<file path="src/rtl/kronos_step_pkg.sv">
// rtl/kronos_step_pkg.sv - shared types for the Kronos step controller (KRONOS_STEP_BP_EN adds S_BPHALT)
package kronos_step_pkg;

    typedef enum logic [1:0] {
        MODE_RUN   = 2'b00,
        MODE_DIV   = 2'b01,
        MODE_STEP  = 2'b10,
        MODE_BURST = 2'b11
    } step_mode_e;

`ifdef KRONOS_STEP_BP_EN
    typedef enum logic [1:0] {
        S_IDLE   = 2'd0,
        S_RUN    = 2'd1,
        S_BURST  = 2'd2,
        S_BPHALT = 2'd3
    } step_state_e;
`else
    typedef enum logic [1:0] {
        S_IDLE  = 2'd0,
        S_RUN   = 2'd1,
        S_BURST = 2'd2
    } step_state_e;
`endif

    localparam int BURST_MIN = 1;

    // Stepped modes only issue pulses in response to a step request.
    function automatic logic is_stepped(input step_mode_e m);
        return (m == MODE_STEP) || (m == MODE_BURST);
    endfunction

endpackage

</file>
<file path="src/rtl/kronos_step_div.sv">
// rtl/kronos_step_div.sv - free-running rate divider producing one tick every DIVIDER enabled cycles
module kronos_step_div #(
    parameter int          DIV_WIDTH = 32,
    parameter int unsigned DIVIDER   = 5000000
) (
    input  logic clk,
    input  logic rstz,
    input  logic clr,
    input  logic en,
    output logic tick
);

    localparam logic [DIV_WIDTH-1:0] LAST = DIV_WIDTH'(DIVIDER - 1);

    logic [DIV_WIDTH-1:0] cnt;

    assign tick = en && !clr && (cnt == LAST);

    always_ff @(posedge clk or negedge rstz) begin
        if (!rstz) begin
            cnt <= '0;
        end else if (clr) begin
            cnt <= '0;
        end else if (en) begin
            cnt <= tick ? '0 : cnt + DIV_WIDTH'(1);
        end
    end

endmodule

</file>
<file path="src/rtl/kronos_step_ctrl.sv">
// rtl/kronos_step_ctrl.sv - run/divided/step/burst core clock-enable controller; KRONOS_STEP_BP_EN adds an address breakpoint
module kronos_step_ctrl
    import kronos_step_pkg::*;
#(
    parameter int          DIV_WIDTH   = 32,
    parameter int unsigned DIVIDER     = 5000000,
    parameter int          BURST_WIDTH = 8,
    parameter int          CNT_WIDTH   = 32
) (
    input  logic                   clk,
    input  logic                   rstz,
    input  logic [1:0]             mode,
    input  logic                   step_req,
    input  logic [BURST_WIDTH-1:0] burst_len,
    input  logic                   resume,
    input  logic [31:0]            instr_addr,
    input  logic [31:0]            bp_addr,
    input  logic                   bp_valid,
    output logic                   core_en,
    output logic                   halted,
    output logic                   busy,
    output logic [CNT_WIDTH-1:0]   retired
);

    step_mode_e             mode_e;
    step_state_e            state;
    step_state_e            state_nx;
    logic [BURST_WIDTH-1:0] bcnt;
    logic [BURST_WIDTH-1:0] bcnt_nx;
    logic [BURST_WIDTH-1:0] burst_load;
    logic                   en_nx;
    logic                   step_hist;
    logic                   step_edge;
    logic                   div_en;
    logic                   div_clr;
    logic                   div_tick;
    logic                   bp_hit;

    assign mode_e     = step_mode_e'(mode);
    assign step_edge  = step_req && !step_hist;
    assign burst_load = (burst_len < BURST_WIDTH'(BURST_MIN)) ? BURST_WIDTH'(BURST_MIN) : burst_len;

    assign div_en  = (state == S_RUN) && (mode_e == MODE_DIV);
    assign div_clr = !div_en;

    kronos_step_div #(
        .DIV_WIDTH (DIV_WIDTH),
        .DIVIDER   (DIVIDER)
    ) u_div (
        .clk  (clk),
        .rstz (rstz),
        .clr  (div_clr),
        .en   (div_en),
        .tick (div_tick)
    );

`ifdef KRONOS_STEP_BP_EN
    logic resume_hist;
    logic resume_edge;
    logic addr_match;
    logic bp_mask;

    assign resume_edge = resume && !resume_hist;
    assign addr_match  = bp_valid && (instr_addr == bp_addr);
    // After a resume the compare stays masked until the core has moved off the
    // breakpoint address, so the halted instruction can execute.
    assign bp_hit      = addr_match && !bp_mask && ((state == S_RUN) || (state == S_BURST));

    always_ff @(posedge clk or negedge rstz) begin
        if (!rstz) begin
            resume_hist <= 1'b0;
            bp_mask     <= 1'b0;
        end else begin
            resume_hist <= resume;
            if ((state == S_BPHALT) && resume_edge) begin
                bp_mask <= 1'b1;
            end else begin
                bp_mask <= bp_mask && addr_match;
            end
        end
    end
`else
    logic unused_bp;

    assign bp_hit    = 1'b0;
    assign unused_bp = ^{resume, instr_addr, bp_addr, bp_valid};
`endif

    always_comb begin
        state_nx = state;
        bcnt_nx  = bcnt;
        en_nx    = 1'b0;
        case (state)
            S_IDLE: begin
                if (!is_stepped(mode_e)) begin
                    state_nx = S_RUN;
                end else if (step_edge) begin
                    state_nx = S_BURST;
                    bcnt_nx  = (mode_e == MODE_STEP) ? BURST_WIDTH'(BURST_MIN) : burst_load;
                end
            end
            S_RUN: begin
                if (bp_hit) begin
`ifdef KRONOS_STEP_BP_EN
                    state_nx = S_BPHALT;
`endif
                end else if (is_stepped(mode_e)) begin
                    state_nx = S_IDLE;
                end else begin
                    en_nx = (mode_e == MODE_RUN) || div_tick;
                end
            end
            S_BURST: begin
                if (bp_hit) begin
`ifdef KRONOS_STEP_BP_EN
                    state_nx = S_BPHALT;
`endif
                    bcnt_nx  = '0;
                end else begin
                    en_nx   = 1'b1;
                    bcnt_nx = bcnt - BURST_WIDTH'(1);
                    if (bcnt <= BURST_WIDTH'(1)) begin
                        state_nx = S_IDLE;
                    end
                end
            end
`ifdef KRONOS_STEP_BP_EN
            S_BPHALT: begin
                if (resume_edge) begin
                    state_nx = S_IDLE;
                end
            end
`endif
            default: begin
                state_nx = S_IDLE;
            end
        endcase
    end

    always_ff @(posedge clk or negedge rstz) begin
        if (!rstz) begin
            state     <= S_IDLE;
            bcnt      <= '0;
            core_en   <= 1'b0;
            step_hist <= 1'b0;
            retired   <= '0;
        end else begin
            state     <= state_nx;
            bcnt      <= bcnt_nx;
            core_en   <= en_nx;
            step_hist <= step_req;
            retired   <= retired + CNT_WIDTH'(core_en);
        end
    end

    // In DIV mode the core is effectively stopped between divider pulses.
    always_comb begin
        halted = (state == S_IDLE) ||
                 ((state == S_RUN) && (mode_e == MODE_DIV) && !core_en);
`ifdef KRONOS_STEP_BP_EN
        halted = halted || (state == S_BPHALT);
`endif
    end

    assign busy = (state == S_BURST);

endmodule

</file>
<file path="config.mk">
export PLATFORM = sky130hd
export DESIGN_NAME = kronos_step_ctrl
export DESIGN_NICKNAME = d
export VERILOG_FILES = /design/src/rtl/kronos_step_pkg.sv /design/src/rtl/kronos_step_div.sv /design/src/rtl/kronos_step_ctrl.sv
export SDC_FILE = /design/constraint.sdc
export NUM_CORES = 1
export LEC_CHECK = 0
export ABC_AREA = 1
export CORE_UTILIZATION = 51
export CTS_CLUSTER_DIAMETER = 50
export CTS_CLUSTER_SIZE = 16
export DETAILED_ROUTE_END_ITERATION = 10
export PLACE_DENSITY = 0.82
export SLEW_MARGIN = 0
export SYNTH_ARGS = -nofsm -noshare
export SYNTH_HDL_FRONTEND = slang
export SYNTH_HIERARCHICAL = 1
export SYNTH_SLANG_ARGS = --single-unit
</file>
<file path="constraint.sdc">
create_clock -name clk -period 2.2 [get_ports clk]
set_clock_uncertainty 0.15 [all_clocks]
set_input_delay 0.44 -clock clk [delete_from_list [all_inputs] [get_ports clk]]
set_output_delay 0.44 -clock clk [all_outputs]
set_load 0.02 [all_outputs]
</file>
# Word-level counts from Yosys, hierarchy flattened
# Cells that the tools add are included.
[totals]
ff_bits = 76
in_bits = 79
out_inout_bits = 35
[op_classes]
n_addsub = 3
n_lt_le_gt_ge = 2
eq_ne = 11
muxes = 14
n_reduce_logical = 14
[op_table]
columns = ["cell", "count"]
rows = [
  ["2-to-1 mux 32 bit", 2],
  ["adder 32 x 1 -> 32 bit", 1],
  ["adder 32 x 1 -> 32 bit (second input constant)", 1],
  ["== test 32 x 23 -> 1 bit (second input constant)", 1],
  ["2-to-1 mux 8 bit", 4],
  ["case mux 8 bit (2 select lines)", 1],
  ["<= comparator 8 x 1 -> 1 bit (second input constant)", 1],
  ["less-than comparator 8 x 1 -> 1 bit (second input constant)", 1],
  ["2-to-1 mux 2 bit", 4],
  ["subtractor 8 x 1 -> 8 bit (second input constant)", 1],
  ["== test 2 bit (second input constant)", 3],
  ["!= test 2 bit (second input constant)", 3],
  ["case mux 2 bit (3 select lines)", 1],
  ["AND reduction 3 bit", 2],
  ["== test 2 x 1 -> 1 bit (second input constant)", 2],
  ["logical AND 1 bit", 4],
  ["logical NOT 2 bit", 2],
  ["logical OR 1 bit", 3],
  ["!= test 3 bit (second input constant)", 1],
  ["logical NOT 1 bit", 2],
  ["!= test 2 x 1 -> 1 bit (second input constant)", 1],
  ["case mux 1 bit (2 select lines)", 1],
  ["nonzero test 2 bit", 1],
  ["2-to-1 mux 1 bit", 1],
]

# Depth between registers and ports, before layout
[logic_depth]
ltp_word = 6
mapped_depth = 11
ltp_nobuf = 10

# By module
# The synthesis kept the hierarchy.
[by_module_without_submodules]
columns = ["mod", "n_inst", "cells_each", "area_each_um2"]
rows = [
  ["kronos_step_ctrl", 1, 355, 2591.2],
  ["kronos_step_div", 1, 352, 2215.9],
]

# Least setup slack after synthesis
# OpenSTA, ideal clock, no wires.
[synth_path]
kind = "flip-flop to output port"
from = "register state[1]"
to = "output port halted"
arrival_time_ns = 1.324
setup_slack_ns = 0.286
stages_incl_launch_ff = 7
cell_sequence = "dfrtp_1 > inv_1 > ha_1 > nand2_1 > nor2_1 > inv_1 > o21ai_0"
[synth_via]
elab_chain_len = 4
word_cells_on_any_way = 5
cone_classes = "eq/ne (1); reduce/logical (4)"
[synth_lines]
columns = ["element", "line", "text"]
rows = [
  ["start: declaration", "kronos_step_ctrl.sv:26", "step_state_e state;"],
  ["start signal: assignment", "kronos_step_ctrl.sv:148", "state <= state_nx;"],
  ["== test 2 x 1 -> 1 bit", "-", ""],
  ["logical AND 1 bit", "-", ""],
  ["net div_en", "kronos_step_ctrl.sv:34", "logic div_en;"],
  ["logical AND 1 bit", "kronos_step_ctrl.sv:159", "((state == S_RUN) && (mode_e == MODE_DIV) && !core_en);"],
  ["logical OR 1 bit", "kronos_step_ctrl.sv:158", "halted = (state == S_IDLE) ||"],
  ["end: declaration", "kronos_step_ctrl.sv:20", "output logic halted,"],
]
# The timed path passes the listed nets, and every way through them passes these cells.

# Worst setup path after layout
# Same ends and word-level chain as after synthesis.

==> metrics <==
WS Path Type register to output port; compound-gate portion of the synthesized area 2.24%; r2r endpoint bcnt[3]; total track usage 24.9%; I/O Pins roughly 110; WP buf/inv 3; Clk pwr share 27.6%; Max-Slew Margin vs Limit 74.5%; P&R area growth vs syn 19.3%; worst hold endpoint bcnt[3]; Flop pwr share between 40 and 50%; Final setup viols 0; Synth Cell Area 4810 sq um; syn_nets 794; final wirelength 11.4 mm; post-DR wirelength/cell 12.8 um; Arr. time, crit path between 1.5 and 2 ns; clock slew at reported path FFs roughly 0.1 ns; fin crit period 2.12 ns; Post-Synth Simple-Gate Area between 40% and 50%; peak supply drop 0.696 mV; status finished, violations left; placed cell areas around 5500 sq um; Die Y 99.1 um; DRT antenna net count 0; CP max FO 2; startpoint types register; Hold Crit Start bcnt[3]; starting density of the core 52.3%; Pleak 2.71 nW; Port Buf Inserts 47; synthesized netlist cell count 707; maxcap violations 0; hold path depth 2; Detailed Route Iter0 Violations 242; Tcrit/Tclk final 96.5%; die width 99.1 um; crit-path max cell delay 0.41 ns; EDFF count, synth 0; number of global-route vias before repair around 4,400; async set-reset flop share out of synthesis 100%; CP Capture Type output port; die area 9820 sq um; critical path required time 1.61 ns; Min-Delay Path Class register to register; Pins Over Slew Limit 0; Crit-path slowest cell dfrtp_1; Yosys reg bits 76; Pint between 0.002 and 0.0025 W; Net Switching around 0.0013 W; Synth area leader dfrtp_1; Synth Flop Type dfrtp_1; total CTS buffers 9; ANT cells 0; detailed placement HPWL 8.62 mm; Placement Setup Slack -0.441 ns; fin cells around 890; via count 4,629; adder-cell area share of the yosys netlist around 2.1%; first-pass GRT wire length 19.6 mm; synth unique cells 27; Design Power 0.00367 W; iteration count of the initial detailed-routing pass 8; initial antenna violation count 0; layout cell share with drive strength beyond 1 approximately a tenth; combinational family with the most area after synthesis simple AND/OR/NAND/NOR gates; fmax 471 MHz; Avg Synthesized Cell Area ~7 sq um; Yosys top cell area share 39.6%; PD cells 640 nW/um^2; Longest Clk Path Bufs 2; worst-skew pair later-pin latency approximately 0.36 ns; Reg2Reg Depth 10; Least-Margin Pin Slew 0.381 ns; FF-to-FF Start state[1]; mux contribution to synthesized area 0%; row count 35; Seq/Total Area, Yosys 39.6%; top post-synthesis cells by area dfrtp_1, nand2_1, nor2_1; Design Area, Final 5730 sq um; crit-path cells inv_2, ha_1, nand2_2, nor2_4, inv_2, o21ai_2, buf_6; most frequent cells in the layout nand2_1, nor2_1, dfrtp_1; Post-Route Utilization between 60% and 70%; Synthesis Warnings 6; # nets final 862; DR vias/cell a little over 5; flop-to-flop setup slack about 0.30 ns; Remaining Overflow, GRT 0; post-synthesis xor/xnor area fraction 5.47%; CTS root buf clkbuf_8; DRC violations left 2; CTS sink count 76; Floorplan Core Area just over 9000 sq um; pin count of the biggest net entering global routing 58; failing checks design-rule violations; most common cell after layout, fill and taps aside nand2_1; endpoints failing hold 0; Worst path top cell family by delay flip-flops; Final GP Congestion 0.918; depth of the CTS H-tree 3; most frequent CP cell inv_2; sw frac between 30% and 40%; TritonCTS clock tree built; power share of the combinational group a little over a quarter; Post-Place Cells 872; final worst slack 0.0775 ns
area by class of cell:
cell class	count	area, sq um
inverter	60	225
sequential	76	1900
timing repair buffer	66	638
tap	111	139
multi-input combinational	562	2650
fill	814	3460
clock buffer	9	124
clock inverter	7	58.8
Yosys cell counts, types with 2 or more instances:
cell,count
clkbuf_1,6
ha_1,8
inv_1,57
dfrtp_1,76
nor2_1,101
xnor2_1,10
nor2_2,12
buf_6,2
nand2_1,314
nand3_1,32
nor2_4,9
inv_2,2
o21ai_0,13
nand3_2,2
xor2_1,20
nand4_1,7
nand3b_1,18
nand2_2,4
nor3_1,6
per-layer routing:
metal	vias to the layer above	wire, um	share of wire [%]	track usage, %
li1	2312	-	-	-
met1	2130	5140	45	33.4
met2	164	5420	48	41.0
met3	23	666	5.8	3.48
met4	0	182	1.6	9.73
met5	-	0	0	0
stage by stage:
step | hold slack (ns) | TNS (ns)
after global placement | 0.194 | -0.314
after floorplan | -0.00559 | 0
after global routing | 0.374 | -0.00757
after detailed placement | 0.202 | -1.72
final | 0.350 | 0
after CTS | 0.348 | 0
flip-flops by register name, summed over array words and instances (netlist names):
name / count
core_en: 1
step_hist: 1
bcnt: 8
state: 2
retired: 32
u_div/cnt: 32
worst register-to-register path: cells and delay by family (launching register included):
| kind | cells | cell delay, ns |
|---|---|---|
| buffers and inverters | 5 | 0.69 |
| and+or+nand+nor | 3 | 0.28 |
| adders and majority gates | 1 | 0.18 |
| DFF | 1 | 0.41 |
| AOI/OAI and AO/OA | 1 | 0.12 |
kinds of logic after synthesis:
group,Yosys count
xor+xnor,30
compound gates,18
fa+ha+maj,8
simple gates,506
buf+inv,69
flops,76
power groups by stage:
stage                     registers [W]  logic, W  clock network [W]
final                           0.00165   0.00100            0.00101
after detailed placement        0.00167  0.000963                  0
after global routing            0.00167   0.00112            0.00109
after floorplan                 0.00170  0.000547                  0
after global placement          0.00167  0.000924                  0
after CTS                       0.00165  0.000950            0.00105
worst max path at each step:
stage	start	endpoint	slack [ns]	depth (start not counted)
2_1_floorplan	state[1]	halted	0.29	6
3_3_place_gp	mode[1]	halted	-0.31	7
3_5_place_dp	mode[1]	halted	-0.44	7
4_1_cts	state[1]	halted	0.03	7
5_1_grt	state[1]	halted	-0.008	7
6_report	state[1]	halted	0.08	7
repair_timing:
| item | in CTS | in global routing |
|---|---|---|
| hold buffers | 1 | 0 |
| setup endpoints to repair | 2 | 1 |
| gates resized for setup | 8 | 7 |
| setup buffers | 0 | 2 |
| pin swaps | 0 | 2 |
| hold endpoints to repair | 19 | 0 |
(Power assumes the default switching activity.)
==> variant 1, RTL diff (same settings) <==
Add a define of `KRONOS_STEP_BP_EN`.
--- a/src/rtl/kronos_step_pkg.sv
+++ b/src/rtl/kronos_step_pkg.sv
@@ -1,4 +1,6 @@
 // rtl/kronos_step_pkg.sv - shared types for the Kronos step controller (KRONOS_STEP_BP_EN adds S_BPHALT)
+`define KRONOS_STEP_BP_EN
+
 package kronos_step_pkg;
 
     typedef enum logic [1:0] {
Behaviour: not the same (a bounded check fails within 4 cycles, from zero or initial values and one cycle with rstz low).
==> variant 1 against the original RTL <==
Hold slack lost 0.032 ns; sequential power grew 4%; total power grew 8.8%; wire length grew 19%; setup slack lost 0.011 ns; final area grew 23%; sequential cell count grew 2; area after synthesis grew 9.7%; largest cell class unchanged; highest routed layer unchanged.
==> variant 1: results (changes against the original RTL) <==
| Metric | Value |
|---|---|
| Run status | finished clean (was finished, violations left) |
| Async SR Flop Fraction | 100.0% (unchanged) |
| Clock Latency Late Sink | 0.36 ns (about the same) |
| Htree depth | 3 (unchanged) |
| Worst path most repeated cell | buf_4 (was inv_2) |
| Detailed Place HPWL | 10,730 um (was 8624 um) |
| FF+latch area | 1952 um2 (was 1902 um2) |
| Synth Warn # | 6 (unchanged) |
| First-pass GRT wire length | 22,930 um (was 19,640 um) |
| Clock root cell | clkbuf_8 (unchanged) |
| Main flop type after synthesis | dfrtp_1 (unchanged) |
| Most common library cells after synthesis | nand2_1 (254), nor2_1 (111), inv_1 (102), dfrtp_1 (78), xor2_1 (42) (was nand2_1 (314), nor2_1 (101), dfrtp_1 (76), inv_1 (57), nand3_1 (32)) |
| # DRC | 0 (was 2) |
| Crit-path max cell delay | 0.39 ns (was 0.41 ns) |
| Max stage delay cell, worst path | dfrtp_1 (unchanged) |
| Largest cells by area after synthesis | dfrtp_1 (37%), nand2_1 (18%), nor2_1 (7.9%) (was dfrtp_1 (40%), nand2_1 (25%), nor2_1 (7.9%)) |
| CTS Buffer Depth | 2 (unchanged) |
| #FFs+latches synth | 78 (was 76) |
| Layout non-clock buf frac | 19.52% (was 11.13%) |
| Number of nets in the layout | 998 (was 862) |
| Initial DRC count | 267 (was 242) |
| Worst path top cell family by delay | buffers and inverters (was flip-flops) |
| Initial DRT Pass Iterations | 4 (was 8) |
| #MultiIn Comb | 573 (was 562) |
| Top Registers | retired: 32 flops, u_div/cnt: 32 flops, bcnt: 8 flops (unchanged) |
| Placed cell areas | 6724 um2 (was 5512 um2) |
| GP Congestion | 0.9186 (was 0.9183) |
| Worst-Margin Slew | 0.4667 ns (was 0.3813 ns) |
| P_int | 2.598 mW (was 2.365 mW) |
| Worst hold path type | reg2reg (unchanged) |
| Area grow syn2layout | 33.40% (was 19.26%) |
| Sequential share of the synthesized area | 37.03% (was 39.56%) |
| Inverter count | 104 (was 60) |
| Worst-path clk slew | roughly 0.09 ns |
| Syn Nets | 849 (was 794) |
| Layout filler cell count | 806 (was 814) |
| Ant diodes | 0 (unchanged) |
| Vias in the first global route | 5,204 (was 4,370) |
| Worst-path maximum fanout | 3 (was 2) |
| Post-Synthesis Cell Area | 5271 um2 (was 4807 um2) |
| Vias per cell | 5.020 (was 5.195) |
| IO Port Bufs | 113 (was 47) |
| Area of the multi-input gates | 2965 um2 (was 2646 um2) |
| GR Util All Layers | 26.07% (was 24.92%) |
| Crit path arrival time | roughly 1.5 ns |
| Netlist cell types | 36 (was 27) |
| Leakage | 3.336 nW (was 2.706 nW) |
| Max VDD drop | 0.5872 mV (was 0.6963 mV) |
| Share of cells above drive strength 1 | 10.05% (was 9.359%) |
| Initial antenna violation count | 0 (unchanged) |
| Logic gate share of total power | 31.1% (was 27.3%) |
| DR WL/cell | 12.99 um (was 12.81 um) |
| Seq. pwr | 1.71 mW (was 1.65 mW) |
| Largest net degree at the start of global routing | 35 (was 58) |
| Clock-cell share of area | 2.633% (was 3.186%) |
| Non-Clock Buffer Count | 144 (was 66) |
==> variant 1: worst paths after layout <==
path	startpoint	end	slack [ns]	cells past startpoint
setup / recovery	state[1]	halted	0.07	6
hold / removal	retired[31]	retired[31]	0.32	1
setup reg to reg	core_en	retired[28]	0.08	10
hold reg to reg	retired[31]	retired[31]	0.32	1
max in group asynchronous	rstz	retired[10]	0.93	3
min in group asynchronous	rstz	retired[4]	0.43	2
==> variant 1: what timing repair did <==
item,4_1_cts,5_1_grt
hold buffers,1,0
gates resized for setup,9,15
endpoints found under the hold margin,32,0
buffers inserted,1,5
cloned,0,0
pin swaps,1,10
setup endpoints to repair,3,17
==> variant 1: per-layer routing <==
layer  wire length, um  GRT usage, %
met5                 0             0
met4               384         11.12
met3               544         4.783
met2              6999         45.97
met1              5683         31.12
==> variant 1: metrics by stage <==
stage                     worst slack (ns)  setup TNS, ns  util (%)  power (mW)  std cells
after floorplan                     0.1045              0         -       2.340        761
after global placement             -0.3428         -2.032     67.85       2.853       1025
after detailed placement           -0.4035         -3.309     67.85       2.903       1025
after CTS                         0.004732              0     69.95       3.935       1043
after global routing              -0.05743        -0.1160     70.96       4.233       1048
final                              0.06639              0     70.96       3.988       1048
==> variant 1: kinds of logic (layout without fill, tap and decap cells) <==
| logic type | count (synthesis) | after routing | share of synthesized area, % |
|---|---|---|---|
| AOI/OAI and AO/OA | 49 | 49 | 5.151 |
| and+or+nand+nor | 457 | 457 | 37.98 |
| DFF | 78 | 78 | 37.03 |
| adders and majority gates | 9 | 9 | 2.136 |
| buffers and inverters | 110 | 264 | 8.070 |
| xor gates and xnor gates | 58 | 58 | 9.637 |
==> variant 2, RTL diff (same settings) <==
Without the edit above. Register the output `retired` once more, cleared by the reset; this adds one clock of latency there. The other outputs are not delayed to match.
--- a/src/rtl/kronos_step_ctrl.sv
+++ b/src/rtl/kronos_step_ctrl.sv
@@ -21,6 +21,8 @@
     output logic                   busy,
     output logic [CNT_WIDTH-1:0]   retired
 );
+
+    logic [CNT_WIDTH-1:0] retired_s0;
 
     step_mode_e             mode_e;
     step_state_e            state;
@@ -143,13 +145,13 @@
             bcnt      <= '0;
             core_en   <= 1'b0;
             step_hist <= 1'b0;
-            retired   <= '0;
+            retired_s0 <= '0;
         end else begin
             state     <= state_nx;
             bcnt      <= bcnt_nx;
             core_en   <= en_nx;
             step_hist <= step_req;
-            retired   <= retired + CNT_WIDTH'(core_en);
+            retired_s0 <= retired_s0 + CNT_WIDTH'(core_en);
         end
     end
 
@@ -164,5 +166,13 @@
 
     assign busy = (state == S_BURST);
 
+    always_ff @(posedge clk or negedge rstz) begin
+        if (!rstz) begin
+            retired <= '0;
+        end else begin
+            retired <= retired_s0;
+        end
+    end
+
 endmodule
 
Formal check against the unedited RTL: not equivalent (Yosys sat finds a counterexample within 4 cycles, from zero or initial values and one cycle with rstz low).
==> variant 2 against the original RTL <==
The run ends with setup timing left; register-to-register slack got worse by 0.09 ns; wire length rose by 14%; non-clock buffer count unchanged; final area rose by 15%; cell count increased by 7.3%; area after synthesis up 17%; combinational power grew 5%; sequential cell count increased by 32; highest routed layer unchanged; largest power group unchanged; die area rose by 16%; setup slack worse by 0.13 ns; total power up 26%; largest cell class is now sequential cells.
==> variant 2: results (changes against the original RTL) <==
| Metric | Value |
|---|---|
| Max VDD drop | 0.5870 mV (was 0.6963 mV) |
| Run status | finished, violations left (unchanged) |
| Post-synthesis adder-cell area fraction | 1.783% (was 2.082%) |
| Top Registers | retired: 32 flops, retired_s0: 32 flops, u_div/cnt: 32 flops (was retired: 32 flops, u_div/cnt: 32 flops, bcnt: 8 flops) |
| Placed cell areas | 6355 um2 (was 5512 um2) |
| Hold slack | 0.2433 ns (was 0.3499 ns) |
| Crit path arrival time | 1.66 ns (was 1.53 ns) |
| Seq. pwr | 2.29 mW (was 1.65 mW) |
| Worst setup margin | -0.04971 ns (was 0.07752 ns) |
| GR Util All Layers | 24.77% (was 24.92%) |
| Worst-Margin Slew | 0.5039 ns (was 0.3813 ns) |
| Endpoints failing setup | 1 (was 0) |
| Violated checks | setup timing (was DRC) |
| Final ANT Viol Nets | 0 (unchanged) |
| Worst hold path type | in2async (was reg2reg) |
| Largest cells by area after synthesis | dfrtp_1 (48%), nand2_1 (21%), nor2_1 (6.8%) (was dfrtp_1 (40%), nand2_1 (25%), nor2_1 (7.9%)) |
| Most common library cells after synthesis | nand2_1 (315), dfrtp_1 (108), nor2_1 (102), inv_1 (61), nand3_1 (29) (was nand2_1 (314), nor2_1 (101), dfrtp_1 (76), inv_1 (57), nand3_1 (32)) |
| FF-to-FF path depth | 14 (was 10) |
| Initial DRT Pass Iterations | 7 (was 8) |
| GP Congestion | 0.9340 (was 0.9183) |
| Worst r2r dst | u_div/cnt[27] (was bcnt[3]) |
| # resized after CTS | 10 (was 8) |
| Hold_buf cts | 1 (unchanged) |
| Hold Fails Final Rpt | 0 (unchanged) |
| Layout Cells excl Fill | 956 (was 891) |
| Layout filler cell count | 906 (was 814) |
| Number of nets in the layout | 902 (was 862) |
| Logic gate share of total power | 22.8% (was 27.3%) |
| Leakage | 3.174 nW (was 2.706 nW) |
| Detailed Place HPWL | 9682 um (was 8624 um) |
| Placed Cells incl. Taps | 938 (was 872) |
| Ant diodes | 0 (unchanged) |
| Largest net degree at the start of global routing | 65 (was 58) |
| Complex-gate fraction of the synthesized area | 2.206% (was 2.238%) |
| Avg Cell Area, Syn | 7.517 um2 (was 6.799 um2) |
| Syn Nets | 834 (was 794) |
| Clock Latency Late Sink | 0.39 ns (was 0.36 ns) |
| Vias post-DR | 4,882 (was 4,629) |
| CTS Buffer Depth | 2 (unchanged) |
| DR WL/cell | 13.59 um (was 12.81 um) |
| Post-synthesis xor/xnor area fraction | 4.679% (was 5.466%) |
| First-pass GRT wire length | 22,110 um (was 19,640 um) |
| Share of cells above drive strength 1 | 9.390% (was 9.359%) |
| Initial DRC count | 298 (was 242) |
| PwrDens | 697.6 nW/um2 (was 639.6 nW/um2) |
| DP Worst Slack | -0.5211 ns (was -0.4405 ns) |
| Setup TNS | -0.04971 ns (was 0 ns) |
| Sw Ratio | 32.02% (was 35.51%) |
| Sequential share of the synthesized area | 48.13% (was 39.56%) |
-- variant 2: final cells by class --
type,count,area [um2],share of cell area [%]
Clock inverter,5,66.31,1.004
Inverter,65,244.0,3.692
Sequential cell,108,2703,40.90
Tap cell,136,170.2,2.575
Timing Repair Buffer,66,634.4,9.600
Clock buffer,11,141.4,2.140
Multi-Input combinational cell,565,2649,40.09
-- variant 2: metal layers --
layer | vias up | share of wire [%] | GRT usage, %
li1 | 2427 | - | -
met2 | 130 | 49 | 42.67
met4 | 0 | 1.9 | 8.708
met1 | 2302 | 44 | 30.29
met3 | 23 | 5.2 | 5.957
met5 | - | 0 | 0
-- variant 2: worst reg2reg max path, stage by stage (launching register included) --
cell and delay (ns):
dfrtp_1 0.41, inv_2 0.09, ha_4 0.13, inv_2 0.04, nor2_4 0.11, inv_2 0.06
nor2_4 0.11, inv_2 0.05, buf_4 0.15, inv_1 0.07, nand2_1 0.07, nor2_2 0.16
buf_12 0.17, nand2_1 0.09, nand2_1 0.08
